<file path="src/rtl/ddr2_line_master.sv">
// Cache-line burst initiator for the DDR2 controller local (Avalon) port.
// Turns one whole-line read/write request into a single LINE_BEATS x 256-bit burst.
module ddr2_line_master #(
   parameter int unsigned LINE_BEATS = 2,
   parameter int unsigned TIMEOUT    = 1023
) (
   input  logic                      phy_clk,
   input  logic                      reset_phy_clk,

   input  logic                      req_valid,
   output logic                      req_ready,
   input  logic                      req_write,
   input  logic [24:0]               req_addr,
   input  logic [256*LINE_BEATS-1:0] req_wdata,
   input  logic [32*LINE_BEATS-1:0]  req_be,

   output logic                      rsp_valid,
   output logic                      rsp_write,
   output logic [256*LINE_BEATS-1:0] rsp_rdata,
   output logic                      rsp_error,
   output logic                      fault,
   output logic                      stray_beat,

   input  logic                      local_init_done,
   input  logic                      local_ready,
   input  logic [255:0]              local_rdata,
   input  logic                      local_rdata_valid,
   input  logic                      local_rdata_error,
   input  logic                      local_wdata_req,
   output logic [24:0]               local_address,
   output logic                      local_read_req,
   output logic                      local_write_req,
   output logic                      local_burstbegin,
   output logic [6:0]                local_size,
   output logic [255:0]              local_wdata,
   output logic [31:0]               local_be,
   output logic                      local_autopch_req,
   output logic                      local_multicast_req,
   output logic                      local_refresh_req,
   output logic                      local_refresh_chip,
   output logic                      local_self_rfsh_req
);

   localparam int unsigned LINE_W   = 256 * LINE_BEATS;
   localparam int unsigned BE_W     = 32 * LINE_BEATS;
   localparam int unsigned CNT_W    = (LINE_BEATS > 1) ? $clog2(LINE_BEATS) : 1;
   localparam int unsigned TMO_W    = (TIMEOUT > 1) ? $clog2(TIMEOUT + 1) : 1;
   localparam int unsigned TMO_LAST = (TIMEOUT > 0) ? TIMEOUT - 1 : 0;

   localparam logic [24:0]      ADDR_MASK = ~25'(LINE_BEATS - 1);
   localparam logic [6:0]       BURST_SZ  = 7'(LINE_BEATS);
   localparam logic [CNT_W-1:0] LAST_BEAT = CNT_W'(LINE_BEATS - 1);

   typedef enum logic [2:0] {
      IDLE, WR_BURST, RD_CMD, RD_DATA, RESP, FAULT
   } state_t;

   state_t            state;
   logic [CNT_W-1:0]  cnt;
   logic [CNT_W-1:0]  cnt_nxt;
   logic [TMO_W-1:0]  tmo;
   logic              err_acc;
   logic [LINE_W-1:0] wline;
   logic [BE_W-1:0]   bline;
   logic [LINE_W-1:0] rline;
   logic [LINE_W-1:0] rline_upd;
   logic              unused_wdata_req;

   // Avalon mode: the controller's wdata_req handshake is not used.
   assign unused_wdata_req = local_wdata_req;

   assign local_autopch_req   = 1'b0;
   assign local_multicast_req = 1'b0;
   assign local_refresh_req   = 1'b0;
   assign local_refresh_chip  = 1'b0;
   assign local_self_rfsh_req = 1'b0;

   assign cnt_nxt = cnt + CNT_W'(1);

   // Read line with the incoming beat merged into slot cnt.
   always_comb begin
      rline_upd = rline;
      rline_upd[int'(cnt)*256 +: 256] = local_rdata;
   end

   always_ff @(posedge phy_clk) begin
      if (reset_phy_clk) begin
         state            <= IDLE;
         cnt              <= '0;
         tmo              <= '0;
         err_acc          <= 1'b0;
         wline            <= '0;
         bline            <= '0;
         rline            <= '0;
         req_ready        <= 1'b0;
         rsp_valid        <= 1'b0;
         rsp_write        <= 1'b0;
         rsp_rdata        <= '0;
         rsp_error        <= 1'b0;
         fault            <= 1'b0;
         stray_beat       <= 1'b0;
         local_address    <= '0;
         local_read_req   <= 1'b0;
         local_write_req  <= 1'b0;
         local_burstbegin <= 1'b0;
         local_size       <= '0;
         local_wdata      <= '0;
         local_be         <= '0;
      end else begin
         rsp_valid        <= 1'b0;
         local_burstbegin <= 1'b0;

         // Read data outside the data phase belongs to no request; drop it.
         if (local_rdata_valid && (state != RD_DATA))
            stray_beat <= 1'b1;

         case (state)
            IDLE: begin
               req_ready <= local_init_done && !fault;
               if (req_valid && req_ready) begin
                  req_ready        <= 1'b0;
                  wline            <= req_wdata;
                  bline            <= req_be;
                  cnt              <= '0;
                  tmo              <= '0;
                  err_acc          <= 1'b0;
                  local_address    <= req_addr & ADDR_MASK;
                  local_size       <= BURST_SZ;
                  local_burstbegin <= 1'b1;
                  if (req_write) begin
                     state           <= WR_BURST;
                     local_write_req <= 1'b1;
                     local_wdata     <= req_wdata[255:0];
                     local_be        <= req_be[31:0];
                  end else begin
                     state          <= RD_CMD;
                     local_read_req <= 1'b1;
                  end
               end
            end

            WR_BURST: begin
               if (local_ready) begin
                  if (cnt == LAST_BEAT) begin
                     state           <= RESP;
                     local_write_req <= 1'b0;
                     local_address   <= '0;
                     local_size      <= '0;
                     local_wdata     <= '0;
                     local_be        <= '0;
                     rsp_valid       <= 1'b1;
                     rsp_write       <= 1'b1;
                     rsp_error       <= err_acc;
                  end else begin
                     cnt         <= cnt_nxt;
                     local_wdata <= wline[int'(cnt_nxt)*256 +: 256];
                     local_be    <= bline[int'(cnt_nxt)*32 +: 32];
                  end
               end
            end

            RD_CMD: begin
               if (local_ready) begin
                  state          <= RD_DATA;
                  local_read_req <= 1'b0;
                  local_address  <= '0;
                  local_size     <= '0;
               end
            end

            RD_DATA: begin
               if (local_rdata_valid) begin
                  rline   <= rline_upd;
                  cnt     <= cnt_nxt;
                  tmo     <= '0;
                  err_acc <= err_acc | local_rdata_error;
                  if (cnt == LAST_BEAT) begin
                     state     <= RESP;
                     rsp_rdata <= rline_upd;
                     rsp_valid <= 1'b1;
                     rsp_write <= 1'b0;
                     rsp_error <= err_acc | local_rdata_error;
                  end
               end else if (TIMEOUT != 0) begin
                  if (tmo == TMO_W'(TMO_LAST)) begin
                     state     <= FAULT;
                     fault     <= 1'b1;
                     rsp_valid <= 1'b1;
                     rsp_write <= 1'b0;
                     rsp_error <= 1'b1;
                  end else begin
                     tmo <= tmo + TMO_W'(1);
                  end
               end
            end

            RESP: begin
               state     <= IDLE;
               req_ready <= local_init_done && !fault;
            end

            FAULT: begin
               // Terminal until reset; the request side stays closed.
               req_ready <= 1'b0;
            end

            default: state <= IDLE;
         endcase
      end
   end

endmodule

</file>
<file path="config.mk">
export PLATFORM = sky130hd
export DESIGN_NAME = ddr2_line_master
export DESIGN_NICKNAME = d
export VERILOG_FILES = /design/src/rtl/ddr2_line_master.sv
export SDC_FILE = /design/constraint.sdc
export NUM_CORES = 2
export LEC_CHECK = 0
export CORE_AREA = 2 2 676 678
export DETAILED_ROUTE_END_ITERATION = 10
export DIE_AREA = 0 0 678 680
export PLACE_DENSITY_LB_ADDON = 0.2
export REMOVE_ABC_BUFFERS = 1
export SETUP_SLACK_MARGIN = 0.3
export SLEW_MARGIN = 20
export SYNTH_ARGS = -nofsm -noshare
export SYNTH_HDL_FRONTEND = slang
export SYNTH_SLANG_ARGS = --single-unit
</file>
<file path="constraint.sdc">
create_clock -name phy_clk -period 2.2 [get_ports phy_clk]
set_input_delay 0.44 -clock phy_clk [delete_from_list [all_inputs] [get_ports phy_clk]]
set_output_delay 0.44 -clock phy_clk [all_outputs]
set_load 0.01 [all_outputs]
</file>
==> reports/metrics.yaml <==
status: "complete, but fails checks"
violations: "setup timing"
grt_max_degree: 102
p_comb_share_pct: 12.7
dpl_cell_area_um2: 74200
wire_per_inst_um: 23.7
ant_nets: 0
synth_largest_area_cell: "dfxtp_1"
relSlewSlack_pct: 64.3
syn_inst: 5830
ys_warn_count: 0
rsz0062_at_grt: "true"
timing.final.ws_setup_ns: -0.0239
crit_required_ns: 2.92
p_sw_mw: 17.7
placedCellCount: 13300
slew_violations: 0
max_stage_delay_ns: 0.41
final_core_util_pct: 17.9
syn-mean-instance-area_um2: 8.33
period_minus_slack_ns: 2.22
antenna_found_initial: 91
setup_viol: 4
clockPowerShare_pct: 46.3
syn2layout_area_growth_pct: 67.1
port_buffers: 1697
initial_core_util_pct: 10.7
htree_levels: 4
clock_path_buffers: 4
synthTopCellsByArea: "dfxtp_1 57%, nand2_1 16%, a21oi_1 11%"
fmax_mhz: 450
firstDrtPassIters: 10
cts_tree: "built"
tns_ns: -0.0502
synth_edf_count: 0
cp.arrival_ns: 2.95
multi_input_area_um2: 18500
cp_max_fo: 25
cp-end-kind: "flip-flop"
p_leak_nw: 29.8
grt_usage_pct: 13.2
grt_pass1_wl_um: 427000
seq_power_share_pct: 41.0
critPathLaunchType: "flip-flop"
dieWidth_um: 678
p_int_mw: 47.4
fin_crit_sh_pct: 101
cts.reportedPaths.clkPinSlew_ns: 0.06
grt-ovfl-total: 0
num_rows: 248
crit_type: "reg -> reg"
tightest_slew_ns: 0.536
cap_violations: 0
hold_viol: 0
skew_ns: 0.0584
cts_buffers: 183
die_height_um: 680
crit_chain: "nand4b_1 -> a211o_4 -> buf_12 -> clkbuf_16 -> a222oi_1 -> nor2_1"
clockRootBuffer: "clkbuf_16"
cts.sinks: 1393
ys_ff_latch: 1393
seq_area_frac_synth_pct: 57.4
swShare_pct: 27.1
io_pins: 1712
hold_ws_ns: 0.130
finalNonFillerCells: 13800
fin_area_um2: 81100
nNetsFinal: 8462
crit_slowest_cell: "a211o_4"
place_congestion: 0.873
final_common_cell: "nand2_1"
powerDensity_nw_per_um2: 802
wl_um: 326000
layout_common_cells: "2,128 x nand2_1, 1,286 x dfxtp_1, 1,072 x a21oi_1"
ys_types: 51
synth-main-ff-cell: "dfxtp_1"
preCtsSetupSlack_ns: -0.526
clk_latency_ns: 0.89
grt_pass1_vias: 50100
synthesis.area_um2: 48500
core_area_um2: 454000
routed_via_density: 3.62
regArea_um2: 28100
drive_above_1_share_pct: 11.7
dr.first_iter.drc_count: 3684
num_vias: 49900
drc: 0
hp-class: "in -> reg"
postSynth.asyncResetShare_pct: 0
die_area_um2: 461000
dpl.hpwl_um: 256000
ir_drop_mv: 0.527
yosysTopAreaCellShare_pct: 57.4
power_mw: 65.0
num-fill-cells: 51100
-- flip-flops by register name, summed over array words and instances, names as in the netlist, 3 cells and up --
| register | flops |
|---|---|
| state | 3 |
| wline | 256 |
| bline | 32 |
| local_be | 32 |
| local_wdata | 256 |
| rline | 256 |
| rsp_rdata | 512 |
| local_address | 24 |
| tmo | 10 |
-- cell usage after synthesis, types with 2 or more instances --
library cell     n
nand2b_1         6
nor2_2           2
clkbuf_1       246
nor2_1         301
nor3_1           6
buf_4           13
buf_2          243
buf_1           11
nor2b_1          2
o21ai_0         10
nand3b_1         9
a32o_1          24
a21oi_1       1072
dfxtp_1       1393
o211ai_1         3
or4_1            5
a21o_1           2
nand2_1       2128
a222oi_1       283
nor3b_1          3
ha_1             2
o31ai_1          6
a31oi_1          3
a211o_1          2
and4_1           4
nand4bb_1        2
inv_1            8
and3_1           2
buf_6            2
or3_1            2
a311oi_1         8
nand3_1          8
-- repair_timing --
item	4_1_cts	5_1_grt
hold buffers	48	0
endpoints found under the setup margin	2118	2139
pin swaps	0	9
gates resized for setup	1278	81
buffers inserted	1	29
gates cloned	0	16
endpoints found under the hold margin	48	0
-- final timing paths --
path | cells after the start | slack [ns] | from | to
max reg2reg | 6 | -0.02 | state[0] | local_be[28]
max | 6 | -0.02 | state[0] | local_be[28]
min reg2reg | 2 | 0.43 | rline[44] | rsp_rdata[44]
min | 3 | 0.13 | req_wdata[498] | wline[498]
-- cell families after synthesis --
family | synth area share [%]
buffers and inverters | 4.80
muxes | 0.0206
and+or+nand+nor | 19.6
adders and majority gates | 0.0515
DFF | 57.4
other | 0.00773
AOI/OAI and AO/OA | 18.1
-- critical path, delay by kind of cell (launching register included) --
family	cells	cell delay, ns
AND/OR/NAND/NOR	2	0.31
AO/OA/AOI/OAI	2	0.70
flip-flops	1	0.37
buffers and inverters	2	0.52
-- power by group through the flow --
stage | Combinational [mW] | Sequential, mW | Clock, mW
2_1_floorplan | 2.34 | 27.1 | 0
5_1_grt | 8.84 | 26.8 | 32.1
3_3_place_gp | 7.98 | 27.2 | 0
4_1_cts | 7.95 | 26.7 | 31.2
6_report | 8.24 | 26.7 | 30.1
3_5_place_dp | 8.00 | 27.3 | 0
-- layer usage --
layer	vias up	GRT usage, %	part of all wire [%]
met5	-	0	0.087
met4	42	3.55	3.0
met3	409	4.39	7.7
met2	1670	26.0	54
met1	24400	12.9	35
li1	23300	-	-
-- final cells by class --
| class | count | share of cell area (%) |
|---|---|---|
| Sequential cell | 1393 | 34.7 |
| Timing Repair Buffer | 2083 | 25.9 |
| Multi-Input combinational cell | 3925 | 22.8 |
| Tap cell | 6000 | 9.25 |
| Clock buffer | 273 | 6.64 |
| Clock inverter | 51 | 0.689 |
| Antenna cell | 31 | 0.0956 |
| Inverter | 8 | 0.0370 |
Note: power is estimated with default switching activity, not from simulation.
